==> config.mk <==
export PLATFORM = sky130hd
export DESIGN_NAME = pwm_steer_sched
export DESIGN_NICKNAME = d
export VERILOG_FILES = /design/src/rtl/pwm_steer_sched.sv
export SDC_FILE = /design/constraint.sdc
export NUM_CORES = 1
export LEC_CHECK = 0
export CAP_MARGIN = 10
export CORE_MARGIN = 4
export CORE_UTILIZATION = 25
export CTS_BUF_LIST = sky130_fd_sc_hd__clkbuf_8
export DETAILED_ROUTE_END_ITERATION = 7
export PLACE_DENSITY = 0.41
export SLEW_MARGIN = 20
export SYNTH_ARGS = -nofsm -noshare
export SYNTH_HDL_FRONTEND = slang
export SYNTH_SLANG_ARGS = --single-unit
==> constraint.sdc <==
create_clock -name clk -period 10.4 [get_ports clk]
set_input_delay 2.08 -clock clk [delete_from_list [all_inputs] [get_ports clk]]
set_output_delay 2.08 -clock clk [all_outputs]
set_load 0.02 [all_outputs]
==> src/rtl/pwm_steer_sched.sv <==
// pwm_steer_sched: steering command scheduler in front of pwm_dir.
// Arbitrates planner (A) and override (B) commands with B taking strict
// priority. Each accepted command is clamped to the servo-safe window.
// cmd_out is slewed toward the target at most once per PWM frame.
// A frame-based watchdog returns steering to CENTER when commands stop arriving.
module pwm_steer_sched #(
    parameter int FRAME_LEN      = 607,
    parameter int CENTER         = 150,
    parameter int MIN_CMD        = 115,
    parameter int MAX_CMD        = 185,
    parameter int STEP           = 4,
    parameter int TIMEOUT_FRAMES = 50
) (
    input  logic       clk,
    input  logic       rst,
    input  logic       enable,
    input  logic       req_a_valid,
    input  logic [7:0] req_a_data,
    output logic       req_a_ready,
    input  logic       req_b_valid,
    input  logic [7:0] req_b_data,
    output logic       req_b_ready,
    output logic [7:0] cmd_out,
    output logic       frame_tick,
    output logic       grant_b,
    output logic       busy,
    output logic       failsafe
);

    localparam int CNT_W = $clog2(FRAME_LEN);
    localparam int WD_W  = $clog2(TIMEOUT_FRAMES + 1);

    localparam logic [CNT_W-1:0] C_LAST   = CNT_W'(FRAME_LEN - 1);
    localparam logic [7:0]       C_CENTER = 8'(CENTER);
    localparam logic [7:0]       C_MIN    = 8'(MIN_CMD);
    localparam logic [7:0]       C_MAX    = 8'(MAX_CMD);
    localparam logic [7:0]       C_STEP   = 8'(STEP);
    localparam logic signed [8:0] C_STEP_S = 9'(STEP);
    localparam logic [WD_W-1:0]  C_TO     = WD_W'(TIMEOUT_FRAMES);

    logic [CNT_W-1:0] r_cnt;
    logic             r_tick;
    logic [7:0]       r_cmd;
    logic [7:0]       r_target;
    logic [WD_W-1:0]  r_wd;
    logic             r_fs;
    logic             r_grant_b;
    logic             r_busy;

    logic [CNT_W-1:0] w_cnt_nx;
    logic             w_acc_a;
    logic             w_acc_b;
    logic [7:0]       w_tgt_nx;
    logic [7:0]       w_cmd_nx;
    logic [WD_W-1:0]  w_wd_nx;
    logic             w_fs_nx;
    logic             w_gb_nx;
    logic             w_busy_nx;

    // Limit a raw command to the servo-safe window.
    function automatic logic [7:0] f_clamp(input logic [7:0] d);
        if (d < C_MIN)
            return C_MIN;
        else if (d > C_MAX)
            return C_MAX;
        else
            return d;
    endfunction

    // Move cur toward tgt by at most STEP. The 9-bit signed difference
    // cannot overflow for 8-bit unsigned operands.
    function automatic logic [7:0] f_slew(input logic [7:0] cur, input logic [7:0] tgt);
        logic signed [8:0] diff;
        diff = $signed({1'b0, tgt}) - $signed({1'b0, cur});
        if (diff > C_STEP_S)
            return cur + C_STEP;
        else if (diff < -C_STEP_S)
            return cur - C_STEP;
        else
            return tgt;
    endfunction

    // Ready outputs are held low while reset is asserted.
    assign req_b_ready = enable & rst;
    assign req_a_ready = enable & rst & ~req_b_valid;

    assign cmd_out    = r_cmd;
    assign frame_tick = r_tick;
    assign grant_b    = r_grant_b;
    assign busy       = r_busy;
    assign failsafe   = r_fs;

    // Next-state logic: arbitration, target/watchdog update, per-frame slew.
    always_comb begin
        w_cnt_nx = (r_cnt == C_LAST) ? '0 : r_cnt + CNT_W'(1);
        w_acc_b  = enable & req_b_valid;
        w_acc_a  = enable & ~req_b_valid & req_a_valid;
        w_tgt_nx = r_target;
        w_wd_nx  = r_wd;
        w_fs_nx  = r_fs;
        w_gb_nx  = r_grant_b;
        if (!enable) begin
            w_tgt_nx = C_CENTER;
            w_wd_nx  = '0;
            w_fs_nx  = 1'b0;
        end else if (w_acc_b || w_acc_a) begin
            // An accept outranks a watchdog expiry landing in the same cycle.
            w_tgt_nx = f_clamp(w_acc_b ? req_b_data : req_a_data);
            w_gb_nx  = w_acc_b;
            w_wd_nx  = '0;
            w_fs_nx  = 1'b0;
        end else if (r_tick && (r_wd != C_TO)) begin
            w_wd_nx = r_wd + WD_W'(1);
            if (r_wd == C_TO - WD_W'(1)) begin
                w_fs_nx  = 1'b1;
                w_tgt_nx = C_CENTER;
            end
        end
        // The slew reads the registered target, so a target accepted in the
        // tick cycle takes effect from the following frame.
        w_cmd_nx  = r_tick ? f_slew(r_cmd, r_target) : r_cmd;
        w_busy_nx = (w_cmd_nx != w_tgt_nx);
    end

    // State registers; frame_tick is high in the cycle where the counter is FRAME_LEN-1.
    always_ff @(posedge clk or negedge rst) begin
        if (!rst) begin
            r_cnt     <= '0;
            r_tick    <= 1'b0;
            r_cmd     <= C_CENTER;
            r_target  <= C_CENTER;
            r_wd      <= '0;
            r_fs      <= 1'b0;
            r_grant_b <= 1'b0;
            r_busy    <= 1'b0;
        end else begin
            r_cnt     <= w_cnt_nx;
            r_tick    <= (w_cnt_nx == C_LAST);
            r_cmd     <= w_cmd_nx;
            r_target  <= w_tgt_nx;
            r_wd      <= w_wd_nx;
            r_fs      <= w_fs_nx;
            r_grant_b <= w_gb_nx;
            r_busy    <= w_busy_nx;
        end
    end

endmodule
# [Word level (Yosys, flattened, before mapping)]
# Cells that the tools add are included.
[word_totals] reg_bits=36 inputBits=21 output_inout_bits=14 word_cells=52
[classes] add_sub_neg=5 order_cmp=4 n_eq_ne=7 mux=18 n_bitwise=6 n_reduce_logical=4
[op_table] op="$mux W8" count=10
[op_table] op="$eq A10 B10 Y1 const B" count=2
[op_table] op="$mux W6" count=3
[op_table] op="$add A10 B1 Y10 const B" count=1
[op_table] op="$mux W10" count=1
[op_table] op="$gt A9 B4 Y1 const B" count=1
[op_table] op="$lt A9 B3 Y1 const B" count=1
[op_table] op="$sub A8 B8 Y9" count=1
[op_table] op="$add A8 B3 Y8 const B" count=1
[op_table] op="$gt A8 B8 Y1 const B" count=1
[op_table] op="$lt A8 B7 Y1 const B" count=1
[op_table] op="$ne A8 B8 Y1" count=1
[op_table] op="$sub A8 B3 Y8 const B" count=1
[op_table] op="$add A6 B1 Y6 const B" count=1
[op_table] op="$eq A6 B6 Y1 const B" count=1
[op_table] op="$ne A3 B1 Y1 const B" count=2
[op_table] op="$ne A6 B6 Y1 const B" count=1
[op_table] op="$and A1 B1 Y1" count=5
[op_table] op="$mux W1" count=4
[op_table] op="$reduce_and A2 Y1" count=2
[op_table] op="$logic_and A1 B1 Y1" count=1
[op_table] op="$logic_or A1 B1 Y1" count=1
[op_table] op="$not A1 Y1" count=1

# [Longest topological paths before layout]
# Gate-level depths: netlist (run 1).
[depth] word_depth=8 ltp_mapped=15

# [Worst setup path after synthesis (run 1)]
# No wires, ideal clock.
[synth_timing] path_type="input to output" startpoint="input enable" endpoint="output req_a_ready" arrival_ns=2.961 setup_slack_ns=5.359 stages=3 path_cell_list="clkbuf_1 > and2_1 > nor2b_1"
[synth_between] elab_chain_cells=2
[synth_rtl] item="start, declared" line_no="16" rtl="input logic enable,"
[synth_rtl] item="$and A1 B1 Y1"
[synth_rtl] item="net req_b_ready" line_no="22" rtl="output logic req_b_ready,"
[synth_rtl] item="$and A1 B1 Y1" line_no="85" rtl="assign req_a_ready = enable & rst & ~req_b_valid;"
[synth_rtl] item="end, declared" line_no="19" rtl="output logic req_a_ready,"
# The timed path passes the listed nets, and every way through them passes these cells.

# [Final worst setup path (run 1)]
[layout_timing] startpoint="input enable" endpoint="output req_a_ready"
[layout_between] elab_chain_cells=2
[layout_rtl] item="$and A1 B1 Y1 (2 in series)" line_no="85"
# Every way passes these cells.

==> results_dict.tcl, run 1 <==
set metrics [dict create \
    max-cap-violations 0 \
    skew_ns 0.00520 \
    yosysWarningCount 0 \
    met2_length_um 3700 \
    post-synth-top-area-fraction_pct 24.9 \
    synth_area_leader_cell "sky130_fd_sc_hd__dfrtp_1" \
    chipHeight_um 114 \
    hold-worst-slack_ns 0.481 \
    synth_seq_area_share_pct 32.3 \
    report.final.slew_viol_count 0 \
    largest_net_degree_at_the_start_of_global_routing 38 \
    place_hpwl_um 5890 \
    timing.max_slew.rel_slack_pct 46.3 \
    synthesis.area_um2 2820 \
    final_min_period_over_clock_period_pct 57.0 \
    ys_ff_latch 36 \
    power_frac_comb_pct 23.2 \
    power_switching_w 0.0000927 \
    syn_avg_cell_area_um2 8.72 \
    met3WireLength_um 236 \
    antenna_found_initial 0 \
    grt_first_pass_wirelength_um 12800 \
    count_of_flip_flops_with_a_built_in_enable_after_synthesis 0 \
    die_width_um 114 \
    start_util_pct 25.8 \
    cts_tree "built" \
    overflow 0 \
    drt_first_pass_iters 4 \
    cts_inserted_buffers 5 \
    r2r_start "cmd_out[4]" \
    tns_ns 0 \
    postSynth.asyncResetShare_pct 100 \
    fin_crit_period_ns 5.93 \
    p_int_w 0.000220 \
    setup.reg_to_reg.worst_slack_ns 6.33 \
    netlist_top_cells_area "sky130_fd_sc_hd__dfrtp_1, sky130_fd_sc_hd__dfstp_2, sky130_fd_sc_hd__ha_1" \
    fmaxAchievable_mhz 169 \
    clkSlewWorstSetupHoldPaths_ns 0.07 \
    synth-main-ff-cell "sky130_fd_sc_hd__dfrtp_1" \
    outcome "finished, final reports clean" \
    seq_pwr_share_pct 47.1 \
    power_density_cells_nw_per_um2 93.0 \
    area_added_between_synthesis_and_finish_pct 19.5 \
    number_of_buffers_on_the_longest_clock_path 2 \
    vdd_drop_max_uv 43.6 \
    ys_types 57 \
    power.total_w 0.000313 \
    wl_um 7600 \
    drc 0 \
    dieArea_um2 13000 \
    cts.repair.resized 0 \
    worstSetupStartpointType "primary input" \
    cts-htree-levels 2 \
    drtIter0Drc 134 \
    post-cts-setup-buffers 0 \
    floorplan.core_area_um2 10900 \
    finalWeightedCongestion 0.794 \
    synthCells 323 \
    drt-vias-per-instance 4.84 \
    row_count 38 \
    fin_nets 395 \
    topRoutingLayerUsed "met4" \
    rsz0062_at_grt "no" \
    worst-setup-path-type "primary input to primary output" \
    diodes 0 \
    tritoncts_num_sinks 36 \
    groute.usage.overall_pct 12.1 \
    io_buffer_count 34 \
    wirelength_met1_um 3590 \
    max_slew.worst_pin.slew_ns 0.786 \
    layout.filler_cells 1175 \
    post_cts_hold_buffer_count 0 \
    clock_insertion_delay_worst_skew_ns 0.28 \
    postSynthNetCount 361 \
    worstSetupStartpoint "enable" \
    io-pin-count 35 \
    wl_per_cell_um 15.3 \
    share_of_total_power_consumed_by_net_switching_pct 29.6 \
    grt_pass1_vias 2412 \
    detail-route-antenna-nets 0 \
    report.final.hold_viol_count 0 \
    final_layout_size_suffix_gt1_share_pct 7.56 \
    cts_root_buffer "sky130_fd_sc_hd__clkbuf_8" \
    path_max_fanout 17 \
    holdCritStartpoint "grant_b" \
    clockPowerShare_pct 29.7 \
    worst_ep_arrival_time_ns 3.85 \
    detailroute.via_count 2404 \
    hold_path_class "register to register" \
    worstPathRequired_ns 8.32 \
    crit_path_end_kind "primary output" \
    p_leak_nw 1.29 \
    setup_viol_count_final 0 \
]
[power by group through the flow]
stage	Clock, W	Sequential, W	Combinational [W]
floorplan	0	0.000149	0.0000486
global placement	0	0.000150	0.0000731
detailed placement	0	0.000150	0.0000726
CTS	0.0000996	0.000148	0.0000731
global route	0.000105	0.000148	0.0000811
finish	0.0000930	0.000148	0.0000726
[cells in the final DEF, fill, tap and decap left out, types with 3 or more instances in the layout]
master | synthesis | layout
sky130_fd_sc_hd__a211oi_1 | 4 | 4
sky130_fd_sc_hd__a21oi_1 | 17 | 17
sky130_fd_sc_hd__a31oi_1 | 3 | 3
sky130_fd_sc_hd__and3_1 | 8 | 8
sky130_fd_sc_hd__and4_1 | 3 | 3
sky130_fd_sc_hd__clkbuf_8 | 0 | 5
sky130_fd_sc_hd__clkdlybuf4s50_1 | 0 | 33
sky130_fd_sc_hd__dfrtp_1 | 28 | 28
sky130_fd_sc_hd__dfstp_2 | 8 | 8
sky130_fd_sc_hd__ha_1 | 16 | 16
sky130_fd_sc_hd__inv_1 | 19 | 21
sky130_fd_sc_hd__mux2_2 | 4 | 4
sky130_fd_sc_hd__mux2i_1 | 10 | 10
sky130_fd_sc_hd__nand2_1 | 26 | 26
sky130_fd_sc_hd__nand2b_1 | 5 | 5
sky130_fd_sc_hd__nand3_1 | 16 | 16
sky130_fd_sc_hd__nand4_1 | 6 | 6
sky130_fd_sc_hd__nor2_1 | 40 | 40
sky130_fd_sc_hd__nor2b_1 | 5 | 5
sky130_fd_sc_hd__nor3_1 | 9 | 9
sky130_fd_sc_hd__o21a_1 | 3 | 3
sky130_fd_sc_hd__o21ai_0 | 8 | 8
sky130_fd_sc_hd__o22ai_1 | 5 | 5
sky130_fd_sc_hd__xnor2_1 | 19 | 19
sky130_fd_sc_hd__xor2_1 | 14 | 14
[registers in the layout, summed over array words and instances (netlist names)]
signal,flops
frame_tick,1
busy,1
grant_b,1
cmd_out,8
r_target,8
failsafe,1
r_cnt,10
r_wd,6
[final cells by class]
type | instances | area (µm²) | share of cell area (%)
multi-input combinational | 259 | 1790 | 53.0
sequential | 36 | 911 | 27.1
timing repair buffer | 35 | 343 | 10.2
tap | 140 | 175 | 5.20
inverter | 20 | 75.1 | 2.23
clock buffer | 5 | 68.8 | 2.04
clock inverter | 2 | 7.51 | 0.223
[per-stage QoR]
step | std cells | cell area [µm²] | worst slack (ns) | util, %
floorplan | 323 | 2820 | 5.36 | -
finish | 497 | 3370 | 4.47 | 30.8
detailed placement | 490 | 3290 | 4.43 | 30.1
global route | 497 | 3370 | 4.36 | 30.8
global placement | 490 | 3290 | 4.46 | 30.1
CTS | 497 | 3370 | 4.44 | 30.8
[cells by family after synthesis]
group,Yosys count,synth area share [%]
xor gates and xnor gates,33,10.3
and+or+nand+nor,131,23.4
muxes,16,6.13
DFF,36,32.3
adders and majority gates,17,7.82
AOI/OAI and AO/OA,62,15.8
buffers and inverters,28,4.26
[final timing paths]
path                            cells past startpoint          end
min in group asynchronous                           2     r_cnt[7]
worst max-delay path                                4  req_a_ready
worst min-delay path                                2      grant_b
worst min register to register                      2      grant_b
worst max register to register                     12         busy
max in group asynchronous                           2   cmd_out[1]
[cell usage after synthesis (all sizes together), types with 6 or more instances]
library cell / count
dfrtp: 28
mux2i: 12
nand4: 6
nor2: 40
ha: 16
and3: 8
inv: 19
nand2: 27
o21ai: 10
xnor2: 19
nand3: 16
a21oi: 17
xor2: 14
nor3: 9
dfstp: 8
[worst max-delay path: stages]
cell and delay [ns]:
sky130_fd_sc_hd__clkdlybuf4s50_1 0.82, sky130_fd_sc_hd__and2_1 0.22, sky130_fd_sc_hd__nor2b_1 0.12, sky130_fd_sc_hd__clkdlybuf4s50_1 0.61
[per-layer routing]
metal | up-vias | GRT usage, %
li1 | 1219 | -
met1 | 1152 | 16.4
met2 | 26 | 20.6
met3 | 7 | 1.80
met4 | 0 | 2.38
met5 | - | 0
No activity file was read; power rests on OpenSTA's default activity.
==> run 2: changes to the inputs <==
- clock period: 10.4 -> 5.61 ns (I/O delays scaled with it)
==> run 2 against run 1 <==
Sequential share of layout area down 0.25 points; clock-buffer cell count did not move; routed wire length up 3.0%; via count is 2.5% higher; combinational power up 87%; core utilization rose by 0.29 points; global-route usage up 0.15 points; design area grew 0.93%; critical endpoint is now busy; highest routed layer unchanged.
==> results_dict.tcl, run 2 (synthesis results as in run 1) <==
set metrics [dict create \
    outcome "finished, final reports clean" \
    cell_depth_of_the_worst_flop_to_flop_path 11 \
    wl_um 7820 \
    finalWeightedCongestion 0.819 \
    diodes 0 \
    clkSlewWorstSetupHoldPaths_ns 0.09 \
    layout.filler_cells 1173 \
    worstPathRequired_ns 5.78 \
    largest_net_degree_at_the_start_of_global_routing 37 \
    fmaxAchievable_mhz 237 \
    crit_slowest_cell "sky130_fd_sc_hd__clkdlybuf4s50_1" \
    worst-setup-path-type "primary input to register" \
    path_max_fanout 17 \
    fin_crit_period_ns 4.22 \
    overflow 0 \
    whs_path_depth 2 \
    floorplan.core_area_um2 10900 \
    start_util_pct 25.8 \
    detail-route-antenna-nets 0 \
    cts_root_buffer "sky130_fd_sc_hd__clkbuf_8" \
    p_int_w 0.000457 \
    p_leak_nw 1.31 \
    holdCritStartpoint "grant_b" \
    tritoncts_num_sinks 36 \
    post_cts_hold_buffer_count 0 \
    io_buffer_count 34 \
    place_hpwl_um 6080 \
    dieArea_um2 13000 \
    io-pin-count 35 \
    mostFrequentLayoutCells "sky130_fd_sc_hd__nor2_1, sky130_fd_sc_hd__clkdlybuf4s50_1, sky130_fd_sc_hd__dfrtp_1" \
    seq_pwr_share_pct 42.7 \
    area_added_between_synthesis_and_finish_pct 20.6 \
    die_width_um 114 \
    hold_path_class "register to register" \
    max-cap-violations 0 \
    worst_path_largest_cell_delay_ns 0.83 \
    report.final.hold_viol_count 0 \
    crit_path_end_kind "register" \
    multi_input_comb_area_um2 1790 \
    rsz0062_at_grt "no" \
    wl_per_cell_um 15.7 \
    clockPowerShare_pct 36.1 \
    power_density_cells_nw_per_um2 189 \
    setup.reg_to_reg.worst_slack_ns 1.57 \
    share_of_total_power_consumed_by_net_switching_pct 28.7 \
    flip_flop_count_of_the_largest_register_all_copies_and_words_added 10 \
    timing.max_slew.rel_slack_pct 52.2 \
    clock_insertion_delay_worst_skew_ns 0.30 \
    grt_pass1_vias 2462 \
    fin_nets 395 \
    post-cts-setup-buffers 0 \
    cts_tree "built" \
    worst_hold_path_ep "grant_b" \
    number_of_buffers_on_the_longest_clock_path 2 \
    worst_ep_arrival_time_ns 4.39 \
    layout.area.seq_um2 911 \
    report.final.slew_viol_count 0 \
    max_slew.worst_pin.slew_ns 0.713 \
    register_name_with_the_most_flops "r_cnt" \
    antenna_found_initial 0 \
    cts-htree-levels 2 \
    place.detailed.instances 490 \
    r2r_end "busy" \
    cts_inserted_buffers 5 \
    cts.repair.resized 0 \
    setup_viol_count_final 0 \
    drc 0 \
    tns_ns 0 \
    final-instance-count-excl-fill 498 \
    drt-vias-per-instance 4.95 \
    detailroute.via_count 2464 \
    groute.usage.overall_pct 12.3 \
    pre_cts_ws_ns 1.12 \
    grt_first_pass_wirelength_um 12800 \
    power_frac_comb_pct 21.2 \
    worstSetupStartpointType "primary input" \
    finalWorstSetupSlack_ns 1.39 \
    skew_ns 0.0127 \
    r2r_start "cmd_out[4]" \
    cp_cell_sequence "clkdlybuf4s50_1, nand2_4, mux2i_1, o41a_1, mux2i_2, o31ai_4, xnor2_1, or3_1, a221o_1, nor3_1, o2111ai_1" \
    final_min_period_over_clock_period_pct 75.3 \
    final_layout_size_suffix_gt1_share_pct 8.10 \
    chipHeight_um 114 \
    power_switching_w 0.000184 \
    drt_first_pass_iters 4 \
    drtIter0Drc 129 \
    vdd_drop_max_uv 87.6 \
    row_count 38 \
    final_common_cell "sky130_fd_sc_hd__nor2_1" \
]
==> run 2: power by group through the flow <==
stage / logic [W] / clock network, W / registers, W
finish: 0.000136 / 0.000232 / 0.000273
global route: 0.000150 / 0.000253 / 0.000274
CTS: 0.000136 / 0.000240 / 0.000273
detailed placement: 0.000136 / 0 / 0.000278
global placement: 0.000136 / 0 / 0.000278
floorplan: 0.0000900 / 0 / 0.000276
==> run 2: critical path: cells and delay by family <==
kind	cells	cell delay [ns]
multiplexers	2	0.53
AND/OR/NAND/NOR	3	0.73
buffers and inverters	1	0.83
XOR/XNOR	1	0.17
AO/OA/AOI/OAI	4	1.00
==> run 2: metal layers <==
metal  track usage [%]  share of wire, %  vias up  wire length, µm
li1                  -                 -     1217                -
met1              16.1                47     1214             3640
met2              21.2                50       27             3930
met3              2.01               2.4        6              187
met4              2.77              0.88        0               69
met5                 0                 0        -                0
==> run 2: cell type report <==
cell class,instances,area share [%]
clock buffers,5,2.03
clock inverters,3,1.14
inverters,20,2.21
multi-input cells,259,52.6
flip-flops and latches,36,26.8
well taps,140,5.16
repair buffers,35,10.1
==> run 2: per-stage QoR <==
| stage | power, W | util [%] | hold slack [ns] | cell area, µm² |
|---|---|---|---|---|
| 2_1_floorplan | 0.000366 | - | 0.480 | 2820 |
| 3_5_place_dp | 0.000414 | 30.1 | 0.481 | 3290 |
| 4_1_cts | 0.000650 | 31.1 | 0.500 | 3400 |
| 3_3_place_gp | 0.000415 | 30.1 | 0.495 | 3290 |
| 5_1_grt | 0.000677 | 31.1 | 0.526 | 3400 |
| 6_report | 0.000641 | 31.1 | 0.491 | 3400 |
==> run 2: worst max-delay path by stage <==
stage               start    to  slack [ns]  cells past startpoint
2_1_floorplan  cmd_out[4]  busy        2.09                     13
3_3_place_gp       enable  busy        1.18                     11
3_5_place_dp       enable  busy        1.12                     11
4_1_cts            enable  busy        1.42                     11
5_1_grt            enable  busy        1.11                     11
6_report           enable  busy        1.39                     11
==> run 3: changes to the inputs <==
- clock period: 5.61 -> 4.2 ns (I/O delays scaled with it)
==> run 3 against run 2 <==
Non-clock buffer count grew 13; largest cell class unchanged; clock skew fell by 0.0082 ns; cell count rose by 2.6%; highest routed layer unchanged.
==> results_dict.tcl, run 3 (synthesis results as in run 1) <==
set metrics [dict create \
    register_name_with_the_most_flops "r_cnt" \
    final_layout_size_suffix_gt1_share_pct 11.3 \
    cts-htree-levels 2 \
    fmaxAchievable_mhz 274 \
    flip_flop_count_of_the_largest_register_all_copies_and_words_added 10 \
    grt_pass1_vias 2568 \
    worstSetupStartpointType "register" \
    crit_path_end_kind "register" \
    layout.core_utilization_pct 31.8 \
    cts_tree "built" \
    layout.area.seq_um2 911 \
    timing.max_slew.rel_slack_pct 60.5 \
    mostFrequentLayoutCells "sky130_fd_sc_hd__nor2_1, sky130_fd_sc_hd__clkdlybuf4s50_1, sky130_fd_sc_hd__dfrtp_1" \
    crit_path_buf_inv_count 1 \
    finalWeightedCongestion 0.877 \
    max-cap-violations 0 \
    worst_path_largest_cell_delay_ns 0.53 \
    multi_input_comb_area_um2 1790 \
    design_area_um2 3480 \
    largest_net_degree_at_the_start_of_global_routing 37 \
    setup.reg_to_reg.worst_slack_ns 0.55 \
    p_leak_nw 1.36 \
    layout.filler_cells 1146 \
    io-pin-count 35 \
    cts_root_buffer "sky130_fd_sc_hd__clkbuf_8" \
    placed_cell_area_um2 3390 \
    io_buffer_count 34 \
    tns_ns 0 \
    worst-setup-path-type "register to register" \
    setup_viol_count_final 0 \
    skew_ns 0.00449 \
    cts_inserted_buffers 5 \
    worst_ep_arrival_time_ns 3.80 \
    wl_um 7620 \
    antenna_found_initial 0 \
    number_of_buffers_on_the_longest_clock_path 2 \
    path_max_fanout 8 \
    floorplan.core_area_um2 10900 \
    outcome "finished, final reports clean" \
    worstPathRequired_ns 4.36 \
    place_hpwl_um 6010 \
    max_slew.worst_pin.slew_ns 0.593 \
    drt_first_pass_iters 5 \
    critical_path.endpoint "busy" \
    final_min_period_over_clock_period_pct 86.8 \
    diodes 0 \
    chipHeight_um 114 \
    overflow 0 \
    start_util_pct 25.8 \
    crit_slowest_cell "sky130_fd_sc_hd__dfstp_2" \
    clock_insertion_delay_worst_skew_ns 0.29 \
    cell_depth_of_the_worst_flop_to_flop_path 12 \
    r2r_end "busy" \
    die_width_um 114 \
    drt-vias-per-instance 4.92 \
    grt_first_pass_wirelength_um 12800 \
    tritoncts_num_sinks 36 \
    post-cts-setup-buffers 0 \
    clkSlewWorstSetupHoldPaths_ns 0.07 \
    final_common_cell "sky130_fd_sc_hd__nor2_1" \
    groute.usage.overall_pct 12.2 \
    area_added_between_synthesis_and_finish_pct 23.6 \
    report.final.slew_viol_count 0 \
    hold_path_class "register to register" \
    cts.repair.resized 0 \
    wl_per_cell_um 14.9 \
    vdd_drop_max_uv 121 \
    r2r_start "cmd_out[1]" \
    rsz0062_at_grt "no" \
    fin_crit_period_ns 3.65 \
    fin_nets 408 \
    detail-route-antenna-nets 0 \
    drc 0 \
    cpLargestDelayFamily "simple AND/OR/NAND/NOR gates" \
    drtIter0Drc 124 \
    row_count 38 \
    report.final.hold_viol_count 0 \
    detailroute.via_count 2515 \
    dieArea_um2 13000 \
    cp_cell_sequence "inv_1, fa_1, a21o_1, a221oi_2, xnor2_1, and3_1, nand3_1, nand2_1, or3_1, a221o_1, nor3_1, o2111ai_1" \
    power_density_cells_nw_per_um2 234 \
    post_cts_hold_buffer_count 0 \
    critical_path_depth 12 \
    worstSetupStartpoint "cmd_out[1]" \
]
-- run 3: cell types whose count changed in the layout (fill, tap and decap cells not counted) --
cell and change:
sky130_fd_sc_hd__buf_4 +13, sky130_fd_sc_hd__bufinv_16 -1, sky130_fd_sc_hd__clkbuf_8 +1, sky130_fd_sc_hd__clkinv_2 -1
sky130_fd_sc_hd__clkinvlp_4 +1
-- run 3: routing by layer --
metal	track usage, %	wire length (µm)	up-vias
li1	-	-	1254
met1	15.7	3500	1213
met2	20.8	3800	36
met3	1.96	166	12
met4	3.80	152	0
met5	0	0	-
-- run 3: worst register-to-register path, cell delays in order, from the launching register on --
cell and delay [ns]:
sky130_fd_sc_hd__dfstp_2 0.53, sky130_fd_sc_hd__inv_1 0.08, sky130_fd_sc_hd__fa_1 0.47, sky130_fd_sc_hd__a21o_1 0.22, sky130_fd_sc_hd__a221oi_2 0.42, sky130_fd_sc_hd__xnor2_1 0.18
sky130_fd_sc_hd__and3_1 0.22, sky130_fd_sc_hd__nand3_1 0.15, sky130_fd_sc_hd__nand2_1 0.23, sky130_fd_sc_hd__or3_1 0.42, sky130_fd_sc_hd__a221o_1 0.29, sky130_fd_sc_hd__nor3_1 0.19
sky130_fd_sc_hd__o2111ai_1 0.12
-- run 3: where the power goes --
group | switching (W) | total, W | leakage, nW | internal (W)
sequential | 0.00000913 | 0.000365 | 0.449 | 0.000356
clock | 0.000130 | 0.000261 | 0.0486 | 0.000131
combinational | 0.000102 | 0.000190 | 0.863 | 0.0000879
-- run 3: through the flow --
step	std cells	hold slack (ns)	worst slack, ns	power [W]
final	511	0.485	0.553	0.000816
after global routing	511	0.532	0.268	0.000869
after CTS	511	0.496	0.576	0.000834
after detailed placement	503	0.478	0.266	0.000562
after global placement	503	0.504	0.337	0.000564
after floorplan	323	0.480	0.677	0.000489
-- run 3: layout make-up --
| type | count | area share (%) |
|---|---|---|
| Clock inverter | 2 | 0.324 |
| Sequential cell | 36 | 26.2 |
| Timing Repair Buffer | 48 | 12.7 |
| Clock buffer | 6 | 2.37 |
| Inverter | 20 | 2.16 |
| Tap cell | 140 | 5.03 |
| Multi-Input combinational cell | 259 | 51.3 |
-- run 3: worst min path at each step --
| stage | cells after the start | from | to |
|---|---|---|---|
| after floorplan | 1 | r_cnt[8] | r_cnt[8] |
| after global placement | 2 | grant_b | grant_b |
| after detailed placement | 2 | grant_b | grant_b |
| after CTS | 2 | grant_b | grant_b |
| after global routing | 2 | grant_b | grant_b |
| final | 2 | grant_b | grant_b |
